<file path="src/rtl/pe_mac_stream_pkg.sv">
// Shared sizing helpers for the streaming MAC element.
// PE_HH_SHIFT_EN selects the HeavyHash-reduced output width.
package pe_pkg;

    localparam int PE_PIPE_LAT = 2;

    function automatic int pe_acc_w(input int wbits, input int wcount, input int nbeats);
        return 2 * wbits + $clog2(wcount * nbeats);
    endfunction

    function automatic int pe_out_w(input int wbits, input int wcount, input int nbeats,
                                    input int hh_shift);
`ifdef PE_HH_SHIFT_EN
        return pe_acc_w(wbits, wcount, nbeats) - hh_shift;
`else
        return pe_acc_w(wbits, wcount, nbeats) + 0 * hh_shift;
`endif
    endfunction

endpackage

</file>
<file path="src/rtl/pe_mac_stream_if.sv">
// Beat input / row-result output bundle for pe_mac_stream.
// The master drives beats and out_ready; the slave is the MAC element.
interface pe_mac_stream_if #(
    parameter int WBITS  = 4,
    parameter int WCOUNT = 4,
    parameter int OUT_W  = 14
);
    logic                    in_valid;
    logic                    in_ready;
    logic                    in_last;
    logic [WCOUNT*WBITS-1:0] m_data;
    logic [WCOUNT*WBITS-1:0] x_data;
    logic                    out_valid;
    logic                    out_ready;
    logic [OUT_W-1:0]        out_data;
    logic                    len_err;

    modport master (
        output in_valid, in_last, m_data, x_data, out_ready,
        input  in_ready, out_valid, out_data, len_err
    );

    modport slave (
        input  in_valid, in_last, m_data, x_data, out_ready,
        output in_ready, out_valid, out_data, len_err
    );
endinterface

</file>
<file path="src/rtl/pe_mac_stream_lane.sv">
// One registered unsigned WBITS x WBITS multiplier lane with valid and sync flush.
module pe_mult_lane #(
    parameter int WBITS = 4
) (
    input  logic               clk,
    input  logic               rst_n,
    input  logic               i_flush,
    input  logic               i_valid,
    input  logic [WBITS-1:0]   i_a,
    input  logic [WBITS-1:0]   i_b,
    output logic               o_valid,
    output logic [2*WBITS-1:0] o_prod
);
    always_ff @(posedge clk or negedge rst_n) begin
        if (!rst_n) begin
            o_valid <= 1'b0;
            o_prod  <= '0;
        end else if (i_flush) begin
            o_valid <= 1'b0;
        end else begin
            o_valid <= i_valid;
            if (i_valid) o_prod <= (2*WBITS)'(i_a) * (2*WBITS)'(i_b);
        end
    end
endmodule

</file>
<file path="src/rtl/pe_mac_stream.sv">
// Streaming multiply-accumulate over one row of NBEATS beats, three-stage pipeline.
// Define PE_HH_SHIFT_EN to emit row_sum[ACC_W-1:HH_SHIFT] instead of the full sum.
module pe_mac_stream
    import pe_pkg::*;
#(
    parameter int WBITS    = 4,
    parameter int WCOUNT   = 4,
    parameter int NBEATS   = 16,
    parameter int HH_SHIFT = 10
) (
    input  logic            clk,
    input  logic            rst_n,
    input  logic            clr,
    pe_mac_stream_if.slave  s
);
    localparam int ACC_W = pe_acc_w(WBITS, WCOUNT, NBEATS);
    localparam int OUT_W = pe_out_w(WBITS, WCOUNT, NBEATS, HH_SHIFT);
    localparam int CNT_W = $clog2(NBEATS) + 1;
    localparam int PW    = 2 * WBITS;

    logic                     r_in_ready, r_pend;
    logic                     r_v0, r_l0, r_l1;
    logic [WCOUNT*WBITS-1:0]  r_m, r_x;
    logic [WCOUNT-1:0]        w_v1;
    logic [WCOUNT-1:0][PW-1:0] w_prod;
    logic [ACC_W-1:0]         r_acc, w_lane_sum, w_row_sum;
    logic [OUT_W-1:0]         w_out, r_out_data;
    logic                     r_out_valid, r_len_err;
    logic [CNT_W-1:0]         r_cnt;
    logic                     w_accept, w_out_hs;

    assign w_accept = s.in_valid & r_in_ready & ~clr;
    assign w_out_hs = r_out_valid & s.out_ready;

    // S0: capture the accepted beat
    always_ff @(posedge clk or negedge rst_n) begin
        if (!rst_n) begin
            r_v0 <= 1'b0;
            r_l0 <= 1'b0;
            r_m  <= '0;
            r_x  <= '0;
        end else if (clr) begin
            r_v0 <= 1'b0;
            r_l0 <= 1'b0;
        end else begin
            r_v0 <= w_accept;
            r_l0 <= w_accept & s.in_last;
            if (w_accept) begin
                r_m <= s.m_data;
                r_x <= s.x_data;
            end
        end
    end

    // S1: per-lane products
    genvar g;
    generate
        for (g = 0; g < WCOUNT; g++) begin : g_lane
            pe_mult_lane #(.WBITS(WBITS)) u_lane (
                .clk     (clk),
                .rst_n   (rst_n),
                .i_flush (clr),
                .i_valid (r_v0),
                .i_a     (r_m[g*WBITS +: WBITS]),
                .i_b     (r_x[g*WBITS +: WBITS]),
                .o_valid (w_v1[g]),
                .o_prod  (w_prod[g])
            );
        end
    endgenerate

    always_ff @(posedge clk or negedge rst_n) begin
        if (!rst_n)   r_l1 <= 1'b0;
        else if (clr) r_l1 <= 1'b0;
        else          r_l1 <= r_l0;
    end

    always_comb begin
        w_lane_sum = '0;
        for (int i = 0; i < WCOUNT; i++) w_lane_sum = w_lane_sum + ACC_W'(w_prod[i]);
    end

    assign w_row_sum = r_acc + w_lane_sum;

`ifdef PE_HH_SHIFT_EN
    assign w_out = w_row_sum[ACC_W-1:HH_SHIFT];
`else
    assign w_out = w_row_sum;
`endif

    // S2: accumulate, and close the row when the last beat arrives
    always_ff @(posedge clk or negedge rst_n) begin
        if (!rst_n) begin
            r_acc       <= '0;
            r_out_valid <= 1'b0;
            r_out_data  <= '0;
        end else if (clr) begin
            r_acc       <= '0;
            r_out_valid <= 1'b0;
        end else begin
            if (w_out_hs) r_out_valid <= 1'b0;
            if (w_v1[0]) begin
                if (r_l1) begin
                    r_out_data  <= w_out;
                    r_out_valid <= 1'b1;
                    r_acc       <= '0;
                end else begin
                    r_acc <= w_row_sum;
                end
            end
        end
    end

    // One row in flight: input closes on the last beat, reopens after the result handshake
    always_ff @(posedge clk or negedge rst_n) begin
        if (!rst_n) begin
            r_pend     <= 1'b0;
            r_in_ready <= 1'b0;
        end else if (clr) begin
            r_pend     <= 1'b0;
            r_in_ready <= 1'b1;
        end else if (w_accept & s.in_last) begin
            r_pend     <= 1'b1;
            r_in_ready <= 1'b0;
        end else if (w_out_hs) begin
            r_pend     <= 1'b0;
            r_in_ready <= 1'b1;
        end else begin
            r_in_ready <= ~r_pend;
        end
    end

    // Length check; an overlong row saturates the counter and keeps summing
    always_ff @(posedge clk or negedge rst_n) begin
        if (!rst_n) begin
            r_cnt     <= '0;
            r_len_err <= 1'b0;
        end else if (clr) begin
            r_cnt     <= '0;
            r_len_err <= 1'b0;
        end else if (w_accept) begin
            if (s.in_last) begin
                r_cnt <= '0;
                if (r_cnt != CNT_W'(NBEATS-1)) r_len_err <= 1'b1;
            end else if (r_cnt == CNT_W'(NBEATS-1)) begin
                r_len_err <= 1'b1;
            end else begin
                r_cnt <= r_cnt + 1'b1;
            end
        end
    end

    assign s.in_ready  = r_in_ready;
    assign s.out_valid = r_out_valid;
    assign s.out_data  = r_out_data;
    assign s.len_err   = r_len_err;
endmodule
</file>
<file path="src/flat_wrapper.sv">
// flat-port wrapper written by rule: the top's interface ports become plain ports
module pe_mac_stream_flat import pe_pkg::*;
#(
    parameter int WBITS    = 4,
    parameter int WCOUNT   = 4,
    parameter int NBEATS   = 16,
    parameter int HH_SHIFT = 10
)
  (clk, rst_n, clr, s_in_valid, s_in_last, s_m_data, s_x_data, s_out_ready, s_in_ready, s_out_valid, s_out_data, s_len_err);
  pe_mac_stream_if #(.WBITS(WBITS), .WCOUNT(WCOUNT)) s_i ();
  input  logic clk;
  input  logic rst_n;
  input  logic clr;
  input wire logic [$bits(s_i.in_valid)-1:0] s_in_valid;
  input wire logic [$bits(s_i.in_last)-1:0] s_in_last;
  input wire logic [$bits(s_i.m_data)-1:0] s_m_data;
  input wire logic [$bits(s_i.x_data)-1:0] s_x_data;
  input wire logic [$bits(s_i.out_ready)-1:0] s_out_ready;
  output wire logic [$bits(s_i.in_ready)-1:0] s_in_ready;
  output wire logic [$bits(s_i.out_valid)-1:0] s_out_valid;
  output wire logic [$bits(s_i.out_data)-1:0] s_out_data;
  output wire logic [$bits(s_i.len_err)-1:0] s_len_err;
  assign s_i.in_valid = s_in_valid;
  assign s_i.in_last = s_in_last;
  assign s_i.m_data = s_m_data;
  assign s_i.x_data = s_x_data;
  assign s_i.out_ready = s_out_ready;
  assign s_in_ready = s_i.in_ready;
  assign s_out_valid = s_i.out_valid;
  assign s_out_data = s_i.out_data;
  assign s_len_err = s_i.len_err;
  pe_mac_stream #(.WBITS(WBITS), .WCOUNT(WCOUNT), .NBEATS(NBEATS), .HH_SHIFT(HH_SHIFT)) u_core (.clk(clk), .rst_n(rst_n), .clr(clr), .s(s_i));
endmodule
</file>
<file path="config.mk">
export PLATFORM = sky130hd
export DESIGN_NAME = pe_mac_stream_flat
export DESIGN_NICKNAME = d
export VERILOG_FILES = /design/src/rtl/pe_mac_stream_pkg.sv /design/src/rtl/pe_mac_stream_if.sv /design/src/rtl/pe_mac_stream_lane.sv /design/src/rtl/pe_mac_stream.sv /design/src/flat_wrapper.sv
export SDC_FILE = /design/constraint.sdc
export NUM_CORES = 1
export LEC_CHECK = 0
export ABC_AREA = 1
export BUFFER_PORTS_ARGS = -buffer_cell sky130_fd_sc_hd__clkbuf_2
export CORE_UTILIZATION = 55
export CTS_CLUSTER_DIAMETER = 50
export CTS_CLUSTER_SIZE = 30
export DETAILED_ROUTE_END_ITERATION = 8
export GPL_TIMING_DRIVEN = 0
export PLACE_DENSITY_LB_ADDON = 0.15
export REMOVE_ABC_BUFFERS = 1
export SLEW_MARGIN = 20
export SYNTH_ARGS = -nofsm -noshare
export SYNTH_HDL_FRONTEND = slang
export SYNTH_SLANG_ARGS = --single-unit
</file>
<file path="constraint.sdc">
create_clock -name clk -period 3.6 [get_ports clk]
set_input_delay 0.36 -clock clk [delete_from_list [all_inputs] [get_ports clk]]
set_output_delay 0.36 -clock clk [all_outputs]
set_load 0.02 [all_outputs]
</file>
# Word-level counts from Yosys, hierarchy flattened
# Index checks and enable logic that the tools add are counted.
# totals
reg_bits	105
in_bits	38
output_inout_bits	17
wordCells	71
# classes
add_sub_neg	5
multipliers	4
eq_ne	4
mux	26
n_bitwise	6
n_reduce_logical	9
# ops
operator	count
$mux 14	3
$mul 4x4->8	4
$add 14x8->14	2
$mux 5	4
$mux 1	19
$add 14x14->14	1
$add 8x8->9	1
$reduce_and 2->1	3
$reduce_and 3->1	2
$reduce_bool 3->1	2
$add 5x1->5 const B	1
$eq 5x4->1 const B	1
$ne 5x4->1 const B	1
$and 1x1->1	4
$reduce_bool 2->1	2
$ne 3x2->1 const B	1
$ne 3x3->1 const B	1
$not 1->1	2

# Longest topological paths before layout
# Gate-level depths: netlist (run 1).
# logic_depth
depth_word	7
mapped_depth	22

# Cells and area by module
# A second synthesis (run 1) with hierarchy kept.
# unflattened
hier_cells	943
area_unflattened_um2	7365.8
# by_module_without_submodules
mod	instances	cells_each	area_per_inst_um2	seq_area_each_um2
pe_mac_stream	1	511	4187.8	1801.7
pe_mult_lane	4	108	794.5	225.2

# Worst setup path before layout (run 1)
# OpenSTA, ideal clock, no wires.
# synth_path
path_type	flip-flop to flip-flop
startpoint	register u_core.g_lane[1].u_lane.o_prod[0]
endpoint	register u_core.r_acc[9]
setup_ns	0.117
arrival_time_ns	3.349
t_required_ns	3.483
path_slack_ns	0.134
stages_incl_launch_ff	20
path_buffers	0
synth_period_minus_slack_ns	3.466
path_cell_list	dfrtp_1 > ha_1 > inv_1 > fa_1 > inv_1 > nand4_1 > o211ai_1 > xor2_1 > fa_1 > inv_1 > fa_1 > inv_1 > ha_1 > nand2_1 > nand2_1 > a21oi_1 > nand2_1 > or2_1 > nand3_1 > nand2_1
# synth_via
elab_chain_len	7
# synth_lines
element	line	text
start, declared	pe_mac_stream_lane.sv:12	output logic [2*WBITS-1:0] o_prod
start signal, assigned	pe_mac_stream_lane.sv:22	if (i_valid) o_prod <= (2*WBITS)'(i_a) * (2*WBITS)'(i_b);
$add 8x8->9	pe_mac_stream.sv:80	for (int i = 0; i < WCOUNT; i++) w_lane_sum = w_lane_sum + ACC_W'(w_prod[i]);
$add 14x8->14 (2 in series)	pe_mac_stream.sv:80	
$add 14x14->14	pe_mac_stream.sv:83	assign w_row_sum = r_acc + w_lane_sum;
$mux 14	pe_mac_stream.sv:103	if (r_l1) begin
$mux 14	pe_mac_stream.sv:102	if (w_v1[0]) begin
$mux 14	pe_mac_stream.sv:97	end else if (clr) begin
end signal, assigned	pe_mac_stream.sv:108	r_acc <= w_row_sum;
end, declared	pe_mac_stream.sv:26	logic [ACC_W-1:0] r_acc, w_lane_sum, w_row_sum;
# Every way passes these cells. The select of a mux whose other input is x is not followed.
# A chain may end at the register's enable or synchronous reset.

# Worst setup path in the final report (run 1)
# layout_path
startpoint	register u_core.g_lane[0].u_lane.o_prod[0]
endpoint	register u_core.r_acc[9]
# layout_via
elab_chain_len	7
# layout_lines
element	line
start, declared	pe_mac_stream_lane.sv:12
start signal, assigned	pe_mac_stream_lane.sv:22
$add 8x8->9	pe_mac_stream.sv:80
$add 14x8->14 (2 in series)	pe_mac_stream.sv:80
$add 14x14->14	pe_mac_stream.sv:83
$mux 14	pe_mac_stream.sv:103
$mux 14	pe_mac_stream.sv:102
$mux 14	pe_mac_stream.sv:97
# Every way passes these cells. The select of a mux whose other input is x is not followed.

==> results of run 1 <==
-- final cells by class --
type | instances | share of cell area (%)
sequential | 105 | 31.6
clock inverter | 3 | 0.301
clock buffer | 12 | 2.96
tap | 172 | 2.59
inverter | 156 | 7.19
timing repair buffer | 69 | 4.98
multi-input combinational | 637 | 50.4
-- through the flow --
step | setup TNS [ns] | cells | instance area (sq um) | worst slack (ns) | total power, W
2_1_floorplan | 0 | 898 | 7180 | 0.134 | 0.00382
3_3_place_gp | -1.92 | 1124 | 7660 | -0.236 | 0.00444
3_5_place_dp | -2.84 | 1125 | 7700 | -0.289 | 0.00451
4_1_cts | -0.131 | 1150 | 8160 | -0.0459 | 0.00582
5_1_grt | -2.40 | 1154 | 8320 | -0.190 | 0.00691
6_report | 0 | 1154 | 8320 | 0.0410 | 0.00628
-- registers in the layout (all words and copies together) (netlist names), 5 cells and up --
name	cells
u_core.g_lane.u_lane.o_prod	32
u_core.r_m	16
u_core.r_x	16
u_core.r_acc	14
u_core.s.out_data	14
u_core.r_cnt	5
-- path summary, 6_finish.rpt --
check                                                    end                              start  cells past startpoint  slack, ns
max                                          u_core.r_acc[9]  u_core.g_lane[0].u_lane.o_prod[0]                     17       0.04
min                                            u_core.r_x[9]                        s_x_data[9]                      3       0.20
max reg2reg                                  u_core.r_acc[9]  u_core.g_lane[0].u_lane.o_prod[0]                     17       0.04
min reg2reg                                  u_core.r_cnt[3]                    u_core.r_cnt[3]                      1       0.46
max in group asynchronous  u_core.g_lane[1].u_lane.o_prod[4]                              rst_n                      3       2.50
min in group asynchronous                 u_core.s.out_valid                              rst_n                      2       0.45
-- critical path, cell delays in order, from the launching register on --
cell and delay [ns]:
dfrtp_1 0.43, ha_4 0.16, inv_2 0.04, fa_2 0.34, buf_4 0.14, xnor2_1 0.13, fa_1 0.48, inv_1 0.06
fa_1 0.50, inv_1 0.07, fa_2 0.43, nand2_1 0.07, nand2_1 0.06, nand3_2 0.09, nand2_1 0.07, or2_1 0.24
nand3_1 0.08, nand2_1 0.05
-- per-layer routing --
layer,part of all wire (%),vias to the layer above
li1,-,2964
met1,47,2654
met2,48,95
met3,3.3,18
met4,1.9,0
met5,0,-
-- synth_stat cells, types with 4 or more instances --
| cell type | count |
|---|---|
| or2_2 | 4 |
| inv_1 | 150 |
| a21oi_1 | 25 |
| o21ai_2 | 6 |
| o21ai_0 | 22 |
| nor2_1 | 14 |
| fa_1 | 33 |
| inv_2 | 5 |
| ha_1 | 72 |
| nand3_1 | 50 |
| xnor2_1 | 12 |
| o21ai_1 | 6 |
| nand2_1 | 351 |
| buf_2 | 12 |
| xor2_1 | 7 |
| nand4_1 | 14 |
| dfrtp_1 | 105 |
-- power groups by stage --
| stage | sequential (W) | clock, W | combinational [W] |
|---|---|---|---|
| final | 0.00162 | 0.000928 | 0.00373 |
| after global routing | 0.00165 | 0.000996 | 0.00426 |
| after CTS | 0.00161 | 0.000956 | 0.00325 |
| after detailed placement | 0.00163 | 0 | 0.00288 |
| after global placement | 0.00162 | 0 | 0.00281 |
| after floorplan | 0.00161 | 0 | 0.00221 |
-- logic make-up after synthesis --
kind of cell	after synthesis	share of synthesized area [%]
and+or+nand+nor	442	25.0
xor gates and xnor gates	19	2.29
AOI/OAI and AO/OA	71	5.61
adders and majority gates	105	21.5
buffers and inverters	172	9.53
DFF	105	36.1
-- timing repair --
action / CTS / global route
setup buffers: 9 / 4
setup endpoints to repair: 18 / 20
hold endpoints to repair: 23 / 0
gates resized for setup: 22 / 30
hold buffers: 1 / 0
pin swaps: 15 / 19
==> results.py, run 1 <==
metrics = {
    "run_status": {
        "status": "finished clean",
    },
    "final_layout": {
        "final_common_cell": "nand2_1",
        "final_cell_mix": "nand2_1 (336), inv_1 (146), dfrtp_1 (105), ha_1 (60), clkbuf_2 (53)",
        "drive_gt1_share_pct": 15.5,
        "final_util_pct": 65.2,
        "nets": 1121,
        "regArea_sq_um": 2630,
        "area_growth_pct": 14.4,
        "multi_input_area_sq_um": 4200,
        "n_antenna_cell": 0,
        "nFillCells": 1093,
    },
    "run": {
        "max-cap-violations": 0,
    },
    "setup_path": {
        "crit_fanout": 4,
        "cp_data_arrival_time_ns": 3.80,
        "critical_path_class": "reg -> reg",
        "worstSetupStartpointType": "flip-flop",
        "cp-end-kind": "flip-flop",
        "required_ns": 3.84,
    },
    "yosys": {
        "synthFlopType": "dfrtp_1",
        "synth_top_cell_by_area": "dfrtp_1",
        "seq_area_frac_synth_pct": 36.1,
        "ys_top_cells_by_area": "dfrtp_1 (36%), nand2_1 (18%), ha_1 (12%)",
        "ys_types": 36,
        "synth_top_area_share_pct": 36.1,
        "ys_ff_latch": 105,
        "avgSynthCellArea_sq_um": 7.96,
        "async_flop_share_pct": 100,
        "synth_cells": 914,
        "synth_edf_count": 0,
        "yosys_warnings": 0,
        "synth_area_sq_um": 7270,
    },
    "sta": {
        "slew_headroom_pct": 45.0,
        "setup_viol": 0,
        "worst_pin_slew_ns": 0.824,
        "fin_crit_sh_pct": 98.9,
        "fmax_mhz": 281,
        "hold_ws_ns": 0.195,
        "rsz0062_at_grt": "yes",
        "skew_ns": 0.00680,
        "slew_viol_final": 0,
        "hold_viol": 0,
        "period_needed_ns": 3.56,
    },
    "place": {
        "portBuffers": 54,
        "globalplace.congestion": 0.840,
        "dp_hpwl_microns": 10600,
    },
    "grt": {
        "busiest_layer": "met2",
        "overflow": 0,
        "grt_max_degree": 83,
        "grt_pass1_vias": 5476,
        "grt_use_total_pct": 23.7,
        "use_met1_pct": 31.0,
        "antenna_found_initial": 0,
        "grt_pass1_wl_microns": 25000,
        "met3_usage_pct": 4.48,
        "grt_use_met2_pct": 40.0,
    },
    "route": {
        "first_pass_iters": 4,
        "vias_per_cell": 4.97,
        "route.vias.total": 5731,
        "antenna_left": 0,
        "avgRoutedWirePerCell_microns": 12.4,
        "drc": 0,
        "drt_iter0_drc": 285,
        "routed_wl_microns": 14300,
    },
    "power_and_ir_drop": {
        "netSwitchingPower_w": 0.00287,
        "p_comb_share_pct": 59.4,
        "powerDensity_nw_per_um2": 754,
        "leakagePower_nw": 4.93,
        "sw_frac_of_total_pct": 45.7,
        "seqPwrFrac_pct": 25.8,
        "p_clk_share_pct": 14.8,
        "peakVddDrop_mv": 0.637,
        "internal-power_w": 0.00341,
    },
    "floorplanning": {
        "dieArea_sq_um": 13700,
        "row_count": 41,
        "dieHeight_microns": 117,
        "fp.dieW_microns": 117,
        "start_util_pct": 56.9,
        "io_pins": 55,
        "coreArea_sq_um": 12800,
    },
    "clock_tree": {
        "clockRootBuffer": "clkbuf_16",
        "htree_levels": 3,
        "clock-sinks": 105,
        "clk_pin_slew_ns": 0.07,
        "clockBufferDepth": 2,
        "cts_tree": "done",
        "cts_buffers": 9,
        "clk_latency_ns": 0.35,
    },
    "hold_path": {
        "hold_class": "in -> reg",
    },
}
Note: power is estimated with default switching activity, not from simulation.
==> inputs of run 2 (changes only) <==
--- a/config.mk
+++ b/config.mk
@@ -7,12 +7,11 @@
 export LEC_CHECK = 0
 export ABC_AREA = 1
 export BUFFER_PORTS_ARGS = -buffer_cell sky130_fd_sc_hd__clkbuf_2
-export CORE_UTILIZATION = 55
+export CORE_UTILIZATION = 45
 export CTS_CLUSTER_DIAMETER = 50
 export CTS_CLUSTER_SIZE = 30
 export DETAILED_ROUTE_END_ITERATION = 8
 export GPL_TIMING_DRIVEN = 0
-export PLACE_DENSITY_LB_ADDON = 0.15
 export REMOVE_ABC_BUFFERS = 1
 export SLEW_MARGIN = 20
 export SYNTH_ARGS = -nofsm -noshare
==> results.py, run 2 (same netlist as run 1, synthesis figures left out) <==
metrics = {
    "floorplanning": {
        "fp.dieW_microns": 129,
        "start_util_pct": 46.0,
        "dieArea_sq_um": 16700,
        "coreArea_sq_um": 15800,
        "row_count": 46,
        "io_pins": 55,
        "dieHeight_microns": 129,
    },
    "sta": {
        "setup_tns_ns": 0,
        "hold_ws_ns": 0.194,
        "fmax_mhz": 279,
        "hold_viol": 0,
        "fin_crit_sh_pct": 99.5,
        "slew_viol_final": 0,
        "fin_ws_ns": 0.0197,
        "period_needed_ns": 3.58,
        "skew_ns": 0.00667,
        "setup_viol": 0,
        "worst_pin_slew_ns": 0.783,
        "slew_headroom_pct": 47.8,
        "rsz0062_at_grt": "yes",
    },
    "final_layout": {
        "final_cell_mix": "nand2_1 (338), inv_1 (142), dfrtp_1 (105), ha_1 (59), clkbuf_2 (53)",
        "finalNonFillerCells": 1199,
        "regArea_sq_um": 2630,
        "nets": 1121,
        "drive_gt1_share_pct": 16.2,
        "area_growth_pct": 15.7,
        "regMostFlops": "u_core.g_lane.u_lane.o_prod",
        "final_common_cell": "nand2_1",
        "largest_reg_flops": 32,
        "largestRegisters": "u_core.g_lane.u_lane.o_prod x32, u_core.r_m x16, u_core.r_x x16",
        "multi_input_area_sq_um": 4220,
        "nFillCells": 1534,
        "fin_area_sq_um": 8420,
        "n_antenna_cell": 0,
    },
    "place": {
        "dp_hpwl_microns": 10500,
        "placed_area_sq_um": 7760,
        "globalplace.congestion": 0.815,
        "dpl.cell_count": 1169,
        "dp_slack_ns": -0.221,
        "portBuffers": 54,
    },
    "power_and_ir_drop": {
        "p_comb_share_pct": 58.1,
        "sw_frac_of_total_pct": 45.5,
        "internal-power_w": 0.00335,
        "p_clk_share_pct": 15.8,
        "powerDensity_nw_per_um2": 732,
        "leakagePower_nw": 4.95,
        "seqPwrFrac_pct": 26.1,
        "peakVddDrop_mv": 0.733,
        "netSwitchingPower_w": 0.00280,
    },
    "setup_path": {
        "required_ns": 3.89,
        "cp_cell_sequence": "ha_4, inv_2, fa_2, fa_1, inv_2, fa_1, ha_4, fa_2, nand3_2, nand3_2, nand2_1, nand2_1, xor2_2, nand2_1, nand2_1",
        "crit_fanout": 4,
        "critPathMaxStageDelay_ns": 0.55,
        "cpMaxStageDelayCell": "fa_1",
        "critical_path_class": "reg -> reg",
        "cp-end-kind": "flip-flop",
        "cp_data_arrival_time_ns": 3.87,
        "path_common_cell": "nand2_1",
        "worstSetupStartpointType": "flip-flop",
    },
    "clock_tree": {
        "clk_latency_ns": 0.35,
        "cts_buffers": 9,
        "cts_tree": "done",
        "clock-sinks": 105,
        "clockRootBuffer": "clkbuf_16",
        "clockBufferDepth": 2,
        "htree_levels": 3,
        "clk_pin_slew_ns": 0.07,
    },
    "grt": {
        "antenna_found_initial": 0,
        "grt_pass1_wl_microns": 25600,
        "grt_max_degree": 81,
        "grt_pass1_vias": 5701,
        "overflow": 0,
        "grt_use_total_pct": 19.2,
    },
    "route": {
        "route.vias.total": 5779,
        "antenna_left": 0,
        "avgRoutedWirePerCell_microns": 12.1,
        "drc": 0,
        "drt_iter0_drc": 297,
        "first_pass_iters": 5,
        "vias_per_cell": 4.82,
        "routed_wl_microns": 14500,
    },
    "run_status": {
        "status": "finished clean",
    },
    "run": {
        "max-cap-violations": 0,
    },
    "hold_path": {
        "hold_class": "in -> reg",
    },
}
==> run 2: changes by cell type in the layout (fill, tap and decap cells not counted), moves of 2 or more <==
cell      previous run  this run
nand3_2              7         9
clkinv_2             0         4
nand2_1            336       338
inv_2                9        13
inv_1              146       142
nand3_1             44        42
nand2_2             13        10
==> run 2: worst paths after layout <==
| check | from | end | slack, ns | cells after the start |
|---|---|---|---|---|
| min reg2reg | u_core.r_cnt[3] | u_core.r_cnt[3] | 0.47 | 1 |
| max | u_core.g_lane[0].u_lane.o_prod[0] | u_core.s.out_data[7] | 0.02 | 15 |
| min in group asynchronous | rst_n | u_core.r_cnt[2] | 0.45 | 2 |
| max in group asynchronous | rst_n | u_core.g_lane[2].u_lane.o_prod[1] | 2.48 | 3 |
| max reg2reg | u_core.g_lane[0].u_lane.o_prod[0] | u_core.s.out_data[7] | 0.02 | 15 |
| min | s_x_data[1] | u_core.r_x[1] | 0.19 | 3 |
==> run 2: critical path, delay by kind of cell (launching register included) <==
kind / cells / cell delay [ns]
AND/OR/NAND/NOR: 6 / 0.50
buffers and inverters: 2 / 0.10
adder cells (fa/ha/maj): 6 / 2.26
flip-flops: 1 / 0.44
XOR/XNOR: 1 / 0.20
==> run 2: power groups by stage <==
stage	combinational (W)	clock, W	sequential (W)
5_1_grt	0.00405	0.00106	0.00165
6_report	0.00358	0.000974	0.00161
4_1_cts	0.00321	0.00101	0.00161
3_3_place_gp	0.00283	0	0.00162
2_1_floorplan	0.00221	0	0.00161
3_5_place_dp	0.00285	0	0.00162
==> run 2: layout make-up <==
class | instances | share of cell area (%)
flip-flops and latches | 105 | 31.2
well taps | 216 | 3.21
repair buffers | 69 | 4.92
inverters | 156 | 7.11
clock buffers | 10 | 2.72
multi-input cells | 637 | 50.1
clock inverters | 6 | 0.699
==> run 2: per-layer routing <==
metal / GRT usage (%) / vias up / part of all wire, % / routed length (microns)
li1: - / 2972 / - / -
met1: 24.4 / 2717 / 48 / 6880
met2: 33.8 / 73 / 49 / 7030
met3: 3.22 / 17 / 2.2 / 321
met4: 5.33 / 0 / 1.7 / 246
met5: 0 / - / 0 / 0
==> run 2: metrics by stage <==
stage	total power (W)	util, %
floorplan	0.00382	-
global placement	0.00444	48.8
detailed placement	0.00447	49.0
CTS	0.00583	52.1
global route	0.00675	53.2
finish	0.00616	53.2
==> run 2: repair_timing <==
item | in CTS | in global routing
cloned | 0 | 0
setup endpoints to repair | 15 | 20
buffers inserted | 9 | 4
hold buffers | 1 | 0
resized for setup | 20 | 39
pin swaps | 17 | 26
hold endpoints to repair | 25 | 0
